==> src/rtl/redmule_job_scheduler.sv <==
// -----------------------------------------------------------------------------
// redmule_job_scheduler
//
// Queues complete GEMM jobs (NumCfgRegs config words each) handed over by the
// X-IF issue decode path. Each job is written into the RedMulE register file
// over the hwpe periph port: all config words first, then the trigger. The
// next job is held back until the engine reports done.
//
// Optional feature macro: REDMULE_SCHED_JOBCNT_EN
//   defined   -> jobs_done_o is a wrapping 32-bit count of completed jobs
//   undefined -> jobs_done_o is tied to zero and no counter flops exist
//
// Handshakes:
//   job side    : a job is accepted on a rising edge where job_valid_i and
//                 job_ready_o are both high. job_ready_o depends only on FIFO
//                 occupancy, never on job_valid_i.
//   periph side : a write completes on a rising edge where periph_req_o and
//                 periph_gnt_i are both high. While req is high without gnt,
//                 periph_add_o/periph_data_o hold their value.
//
// dbg_state_o exposes the FSM state: 0 IDLE, 1 WRITE, 2 TRIGGER, 3 WAIT_DONE.
// -----------------------------------------------------------------------------
module redmule_job_scheduler #(
    parameter int unsigned          DataWidth  = 32,
    parameter int unsigned          AddrWidth  = 32,
    parameter int unsigned          NumCfgRegs = 6,
    parameter int unsigned          Depth      = 2,
    parameter logic [AddrWidth-1:0] CfgBase    = 'h40,
    parameter logic [AddrWidth-1:0] TrigAddr   = 'h0
) (
    input  logic                             clk_int,
    input  logic                             rst_ni,
    input  logic                             clear_i,
    // job input from the issue path
    input  logic                             job_valid_i,
    output logic                             job_ready_o,
    input  logic [NumCfgRegs*DataWidth-1:0]  job_cfg_i,
    // hwpe periph write port
    output logic                             periph_req_o,
    output logic                             periph_wen_o,
    output logic [DataWidth/8-1:0]           periph_be_o,
    output logic [AddrWidth-1:0]             periph_add_o,
    output logic [DataWidth-1:0]             periph_data_o,
    input  logic                             periph_gnt_i,
    // engine status
    input  logic                             cfg_complete_i,
    input  logic                             done_evt_i,
    // status
    output logic                             start_cfg_o,
    output logic                             busy_o,
    output logic [$clog2(Depth):0]           pending_o,
    output logic [31:0]                      jobs_done_o,
    output logic [1:0]                       dbg_state_o
);

    localparam int unsigned PtrW = $clog2(Depth);
    localparam int unsigned OccW = PtrW + 1;
    localparam int unsigned CntW = (NumCfgRegs > 1) ? $clog2(NumCfgRegs) : 1;

    localparam logic [CntW-1:0] LastCnt  = CntW'(NumCfgRegs - 1);
    localparam logic [OccW-1:0] FullOcc  = OccW'(Depth);
    localparam logic [PtrW-1:0] PtrOne   = PtrW'(1);
    localparam logic [OccW-1:0] OccOne   = OccW'(1);
    localparam logic [CntW-1:0] CntOne   = CntW'(1);

    typedef enum logic [1:0] {
        IDLE      = 2'd0,
        WRITE     = 2'd1,
        TRIGGER   = 2'd2,
        WAIT_DONE = 2'd3
    } state_e;

    // -------------------------------------------------------------------------
    // Storage and bookkeeping registers
    // -------------------------------------------------------------------------
    logic [DataWidth-1:0] mem_q [Depth][NumCfgRegs];
    logic [PtrW-1:0]      wr_ptr_q, wr_ptr_d;
    logic [PtrW-1:0]      rd_ptr_q, rd_ptr_d;
    logic [OccW-1:0]      occ_q, occ_d;
    logic [CntW-1:0]      cnt_q, cnt_d;
    state_e               state_q, state_d;

    logic push_en;
    logic pop_en;
    logic fifo_full;
    logic fifo_empty;

    assign fifo_full  = (occ_q == FullOcc);
    assign fifo_empty = (occ_q == '0);

    // A full FIFO never accepts, even when the head is popped in the same cycle.
    assign job_ready_o = !fifo_full;
    assign push_en     = job_valid_i && job_ready_o && !clear_i;

    // FIFO pointer and occupancy next-state; clear flushes everything.
    always_comb begin
        wr_ptr_d = wr_ptr_q;
        rd_ptr_d = rd_ptr_q;
        occ_d    = occ_q;
        if (clear_i) begin
            wr_ptr_d = '0;
            rd_ptr_d = '0;
            occ_d    = '0;
        end else begin
            if (push_en) begin
                wr_ptr_d = wr_ptr_q + PtrOne;
            end
            if (pop_en) begin
                rd_ptr_d = rd_ptr_q + PtrOne;
            end
            if (push_en && !pop_en) begin
                occ_d = occ_q + OccOne;
            end else if (!push_en && pop_en) begin
                occ_d = occ_q - OccOne;
            end
        end
    end

    // FIFO pointer and occupancy registers.
    always_ff @(posedge clk_int or negedge rst_ni) begin
        if (!rst_ni) begin
            wr_ptr_q <= '0;
            rd_ptr_q <= '0;
            occ_q    <= '0;
        end else begin
            wr_ptr_q <= wr_ptr_d;
            rd_ptr_q <= rd_ptr_d;
            occ_q    <= occ_d;
        end
    end

    // Job payload storage; only slots between the pointers are ever read.
    always_ff @(posedge clk_int) begin
        if (push_en) begin
            for (int i = 0; i < NumCfgRegs; i++) begin
                mem_q[wr_ptr_q][i] <= job_cfg_i[i*DataWidth +: DataWidth];
            end
        end
    end

    // -------------------------------------------------------------------------
    // Sequencing FSM
    // -------------------------------------------------------------------------
    logic                 req;
    logic [AddrWidth-1:0] add;
    logic [DataWidth-1:0] data;
    logic                 start_cfg;
    logic                 pop_req;

    // Next state and periph outputs; the head job stays in the FIFO until done.
    always_comb begin
        state_d   = state_q;
        cnt_d     = cnt_q;
        req       = 1'b0;
        add       = '0;
        data      = '0;
        start_cfg = 1'b0;
        pop_req   = 1'b0;

        unique case (state_q)
            IDLE: begin
                // Leave IDLE one cycle after the FIFO sees its first entry.
                if (!fifo_empty) begin
                    state_d = WRITE;
                end
            end
            WRITE: begin
                req  = 1'b1;
                add  = CfgBase + AddrWidth'({cnt_q, 2'b00});
                data = mem_q[rd_ptr_q][cnt_q];
                if (periph_gnt_i) begin
                    if (cnt_q == LastCnt) begin
                        start_cfg = 1'b1;
                        cnt_d     = '0;
                        state_d   = TRIGGER;
                    end else begin
                        cnt_d = cnt_q + CntOne;
                    end
                end
            end
            TRIGGER: begin
                // The trigger may only be issued once the engine has the config.
                if (cfg_complete_i) begin
                    req  = 1'b1;
                    add  = TrigAddr;
                    data = '0;
                    if (periph_gnt_i) begin
                        state_d = WAIT_DONE;
                    end
                end
            end
            WAIT_DONE: begin
                if (done_evt_i) begin
                    pop_req = 1'b1;
                    state_d = IDLE;
                end
            end
            default: begin
                state_d = IDLE;
            end
        endcase

        // Flush wins over grant and done; a partial config is dropped.
        if (clear_i) begin
            state_d   = IDLE;
            cnt_d     = '0;
            req       = 1'b0;
            add       = '0;
            data      = '0;
            start_cfg = 1'b0;
            pop_req   = 1'b0;
        end
    end

    // FSM state and word counter registers.
    always_ff @(posedge clk_int or negedge rst_ni) begin
        if (!rst_ni) begin
            state_q <= IDLE;
            cnt_q   <= '0;
        end else begin
            state_q <= state_d;
            cnt_q   <= cnt_d;
        end
    end

    assign pop_en = pop_req;

    assign periph_req_o  = req;
    assign periph_wen_o  = 1'b0;
    assign periph_be_o   = req ? '1 : '0;
    assign periph_add_o  = add;
    assign periph_data_o = data;
    assign start_cfg_o   = start_cfg;

    assign busy_o      = (state_q != IDLE) || !fifo_empty;
    assign pending_o   = occ_q;
    assign dbg_state_o = state_q;

    // -------------------------------------------------------------------------
    // Completed-job counter
    // -------------------------------------------------------------------------
`ifdef REDMULE_SCHED_JOBCNT_EN
    logic [31:0] jobs_done_q, jobs_done_d;

    // Count done pops; wraps naturally at 2^32.
    always_comb begin
        jobs_done_d = jobs_done_q;
        if (clear_i) begin
            jobs_done_d = '0;
        end else if (pop_en) begin
            jobs_done_d = jobs_done_q + 32'd1;
        end
    end

    // Completed-job counter register.
    always_ff @(posedge clk_int or negedge rst_ni) begin
        if (!rst_ni) begin
            jobs_done_q <= '0;
        end else begin
            jobs_done_q <= jobs_done_d;
        end
    end

    assign jobs_done_o = jobs_done_q;
`else
    assign jobs_done_o = '0;
`endif

endmodule

==> config.mk <==
export PLATFORM = sky130hd
export DESIGN_NAME = redmule_job_scheduler
export DESIGN_NICKNAME = d
export VERILOG_FILES = /design/src/rtl/redmule_job_scheduler.sv
export SDC_FILE = /design/constraint.sdc
export NUM_CORES = 1
export LEC_CHECK = 0
export BUFFER_PORTS_ARGS = -buffer_cell sky130_fd_sc_hd__buf_2
export CAP_MARGIN = 30
export CORE_MARGIN = 5
export CORE_UTILIZATION = 55
export CTS_CLUSTER_DIAMETER = 120
export DETAILED_ROUTE_END_ITERATION = 12
export PLACE_DENSITY = 0.8
export SLEW_MARGIN = 10
export SYNTH_ARGS = -nofsm -noshare
export SYNTH_HDL_FRONTEND = slang
export SYNTH_SLANG_ARGS = --single-unit
==> constraint.sdc <==
create_clock -name clk_int -period 46.7 [get_ports clk_int]
set_input_delay 0 -clock clk_int [delete_from_list [all_inputs] [get_ports clk_int]]
set_output_delay 0 -clock clk_int [all_outputs]
set_load 0.05 [all_outputs]
Word level (Yosys, flattened, before mapping)
Memories as Yosys holds them, arrays and structs flattened.
Index checks and enable logic that the tools add are counted.
W data, S select, Z words.
{ "op_classes": {"n_addsub": 6, "n_mux": 39, "n_bitwise": 1, "magnitude_cmp": 1, "reduce_logical": 20, "eq_ne": 11} }
{ "ops": {"columns": ["op", "n"], "rows": [
  ["$mux W32", 5],
  ["$bmux W32 S3", 1],
  ["$mux W2", 10],
  ["$ne A3 B3 Y1 const B", 6],
  ["$mux W1", 15],
  ["$mux W3", 4],
  ["$reduce_bool A2 Y1", 5],
  ["$add A7 B5 Y8 const A", 1],
  ["$mux W8", 1],
  ["$pmux W2 S4", 1],
  ["$eq A2 B2 Y1 const B", 3],
  ["$reduce_and A6 Y1", 1],
  ["$logic_not A1 Y1", 5],
  ["$ge A4 B4 Y1 const B", 1],
  ["$logic_and A1 B1 Y1", 4],
  ["$logic_not A2 Y1", 2],
  ["$mux W4", 1],
  ["$not A3 Y4", 1],
  ["$add A3 B1 Y3 const B", 1],
  ["$eq A3 B3 Y1 const B", 1],
  ["$reduce_bool A3 Y1", 1],
  ["$add A1 B1 Y1 const B", 2],
  ["$add A2 B1 Y2 const B", 1],
  ["$eq A2 B1 Y1 const B", 1],
  ["4 further kinds", 4]
]} }
{ "word_totals": {"out_inout_bits": 109, "memories": 1, "register_bits": 9, "in_bits": 199, "word_cells": 84, "ram_bits": 384} }
{ "memory_table": {"columns": ["memory", "depth", "word_bits", "read_ports", "rd_ports_with_merged_regs", "write_ports", "line_no", "rtl"], "rows": [
  ["mem_q", 2, 192, 1, 0, 1, "76", "logic [DataWidth-1:0] mem_q [Depth][NumCfgRegs];"]
]} }

Longest topological paths before layout
{ "depth": {"word_depth": 9, "ltp_mapped": 9, "ltp_nobuf": 6} }

Least setup slack after synthesis
OpenSTA, ideal clock, no wires.
{ "synth_timing": {"path_kind": "register to register", "startpoint": "reg occ_q[0], in the netlist pending_o[0]", "endpoint": "mem mem_q[1][0] in the netlist's numbering, enable pin", "path_buffers": 0, "required_ns": 45.681, "path_stages_with_launch": 4, "t_arrival_ns": 15.362, "setup_slack_ns": 30.319, "path_cell_list": "dfrtp_1 -> nand2b_1 -> nand2_1 -> nor3b_1"} }
{ "synth_between": {"elab_chain_len": 6} }
{ "synth_lines": {"columns": ["item", "line_no", "rtl"], "rows": [
  ["start: declaration", "79", "logic [OccW-1:0] occ_q, occ_d;"],
  ["start signal: assignment", "124", "occ_q <= '0;"],
  ["start signal: assignment", "128", "occ_q <= occ_d;"],
  ["$eq A2 B2 Y1", "88", "assign fifo_full = (occ_q == FullOcc);"],
  ["$logic_not A1 Y1", "92", "assign job_ready_o = !fifo_full;"],
  ["net job_ready_o", "36", "output logic job_ready_o,"],
  ["$logic_and A1 B1 Y1 (2 in a row)", "93", "assign push_en = job_valid_i && job_ready_o && !clear_i;"],
  ["$mux W1", "134", "if (push_en) begin"],
  ["$mux W1 (not written as such)", "136", "mem_q[wr_ptr_q][i] <= job_cfg_i[i*DataWidth +: DataWidth];"],
  ["end: declaration", "76", null]
]} }
The timed path passes the listed nets, and every way through them passes these cells.

Worst setup path in the final report
{ "layout_timing": {"startpoint": "reg state_q[1], in the netlist dbg_state_o[1]", "endpoint": "out periph_data_o[24]"} }
{ "layout_between": {"elab_chain_len": 3} }
{ "layout_lines": {"columns": ["item", "line_no", "rtl"], "rows": [
  ["start: declaration", "81", "state_e state_q, state_d;"],
  ["start signal: assignment", "221", "state_q <= state_d;"],
  ["$eq A2 B1 Y1", "160", "unique case (state_q)"],
  ["$mux W32", null, null],
  ["$mux W32", "204", "if (clear_i) begin"],
  ["end: declaration", "43", "output logic [DataWidth-1:0] periph_data_o,"]
]} }
Every way passes these cells.

==> out/metrics.yaml <==
outcome: "finished, final reports clean"
grt_max_degree: 193
insertion_delay_ps: 520
wire_per_inst_um: 22.6
utilization_pct: 71.6
rows: 62
slew_headroom_pct: 10.3
grt_first_pass_wirelength_um: 55900
synth_common_cells: "edfxtp_1, nand2_1, buf_4"
dr.pass1.iters: 5
whs_ps: 150
cts_root_buffer: "clkbuf_16"
cp.arrival_ps: 3510
yosys-top-cells-area: "edfxtp_1, mux4_2, mux2i_1"
yosysUniqueCellTypes: 43
ioPinCount: 308
required_ps: 46700
h-tree-depth: 2
crit_path_end_kind: "primary output"
pre_cts_ws_ps: 43740
hold_violations: 0
netlist.area_leader.share_pct: 73.2
grt.overflow.total: 0
die_h_um: 179
worst-r2r-cell-count: 5
internal_power_mw: 0.643
ctsHoldBuffers: 200
crit_top_cell: "nand2_1"
cellPowerDensity_nw_per_um2: 42.5
finalWorstPathRequiredPeriod_ps: 3510
finish.net_count: 1475
die_w_um: 179
dp_cells: 1411
wl_um: 38200
synth_ff_type: "edfxtp_1"
critPathKind: "flip-flop to primary output"
setup_violations: 0
clock_power_share_pct: 36.1
cts_inserted_buffers: 41
grt_setup_unrepaired: "false"
first_iter_violations: 724
seqPwrFrac_pct: 48.8
clock-sinks: 393
synthArstFlopShare_pct: 2.29
fin_crit_sh_pct: 7.52
vdd_drop_max_v: 0.0000463
yosysMostFrequentCell: "edfxtp_1"
area_growth_pct: 29.4
p_total_mw: 0.867
initial_core_util_pct: 55.4
antenna_left: 0
cpMaxStageDelayCell: "nor3b_4"
max_stage_delay_ps: 840
synth_cells: 821
min_path_cells: 5
final_area_um2: 20400
fmax_mhz: 285
grt.total_usage_pct: 23.3
ys_ff_latch: 393
stdcell_count: 1693
cp-start-kind: "flip-flop"
postCtsResizedCells: 0
leakage_nw: 7.29
post_cts_buffers: 0
via_per_inst: 5.50
skew_ps: 16.7
drc: 0
combPwrFrac_pct: 15.1
critPathMaxFanout: 19
worstMarginPinSlew_ps: 1350
synth_edf_count: 384
placed_area_um2: 17000
cap_violations: 0
synth-seq-area-share_pct: 74.6
finalWorstSetupSlack_ps: 43190
drive_above_1_share_pct: 29.6
cts_tree: "done"
clk_path_buf_depth: 3
port_buffers: 246
post-synth-top-area-cell: "edfxtp_1"
hold_path.class: "input port to flip-flop"
gp_congestion: 0.787
path_clk_slew_ps: 60
synth_area_per_cell_um2: 19.2
netlist_area_um2: 15800
path_cells: "inv_1, ha_1, nor2b_1, nor3b_4, buf_4, nand2_1, nand2_1, buf_2"
hpwl_um: 20000
final_max_slew_viol_count: 0
grt_pass1_vias: 9884
antenna_found_initial: 5
sw_frac_of_total_pct: 25.8
die-area_um2: 32100
coreArea_um2: 28500
setup_tns_ps: 0
num_vias: 9308
power_switching_mw: 0.223
yosysWarnings: 0
==> placed cells by master (no fill, tap or decap), types with 2 or more instances in the layout <==
master,count
a211oi_1,3
a21oi_1,3
a22oi_1,30
and2_1,3
and2_2,2
buf_12,2
buf_16,2
buf_2,246
buf_4,5
bufinv_16,2
clkbuf_1,7
clkbuf_16,43
clkbuf_8,3
clkinv_1,9
clkinv_2,5
clkinvlp_4,3
conb_1,61
dfrtp_1,6
dfrtp_4,2
diode_2,6
dlygate4sd3_1,200
edfxtp_1,384
ha_1,4
inv_1,6
mux2i_1,64
mux4_2,63
nand2_1,71
nor2_1,9
nor2b_1,2
nor3_1,4
o211ai_1,30
o21ai_1,2
xor2_1,4
==> logic make-up (layout without fill, tap and decap cells) <==
group                      count (synthesis)  count (layout)  share of synthesized area [%]
other                                      1              67                         0.0238
AOI/OAI and AO/OA                         75              75                           3.55
adders and majority gates                  4               4                          0.318
DFF                                      393             393                           74.6
buffers and inverters                    113             535                           5.17
and+or+nand+nor                          101             101                           2.76
muxes                                    129             129                           13.3
xor gates and xnor gates                   5               5                          0.278
==> worst max-delay path, delay by kind of cell, from the launching register on <==
kind,cells,cell delay [ps]
AND/OR/NAND/NOR,4,1500
buffers and inverters,3,840
flip-flops,1,440
adder cells (fa/ha/maj),1,200
==> cell type report <==
cell class	count	area [um2]
sequential	393	11800
fill	1697	8080
multi-input combinational	375	3440
timing repair buffer	455	3370
clock buffer	53	1140
tap	384	480
clock inverter	21	159
inverter	6	22.5
antenna	6	15.0
==> state kept, by name, summed over array words and instances (netlist names) <==
signal	flops
cnt_q	3
dbg_state_o	2
mem_q	384
pending_o	2
rd_ptr_q	1
wr_ptr_q	1
==> path summary, 6_finish.rpt <==
path | start | end | slack [ps]
worst max register to register | cnt_q[2] | dbg_state_o[1] | 43720
worst min register to register | wr_ptr_q | wr_ptr_q | 610
worst min-delay path | cfg_complete_i | dbg_state_o[0] | 150
worst max-delay path | dbg_state_o[1] | periph_data_o[24] | 43190
max in group asynchronous | rst_ni | cnt_q[0] | 45830
min in group asynchronous | rst_ni | dbg_state_o[0] | 520
==> power by group through the flow <==
stage	combinational (mW)	sequential [mW]	clock [mW]
global placement	0.112	0.428	0
finish	0.131	0.423	0.313
global route	0.138	0.424	0.333
detailed placement	0.113	0.429	0
CTS	0.127	0.422	0.315
floorplan	0.0867	0.436	0
==> per-layer routing <==
layer | GRT usage [%] | part of all wire [%] | vias up
met5 | 0 | 0.018 | -
met4 | 8.85 | 3.1 | 2
met3 | 4.41 | 7.2 | 87
met2 | 42.5 | 54 | 472
met1 | 27.4 | 36 | 4693
li1 | - | - | 4054
(Power assumes the default switching activity.)
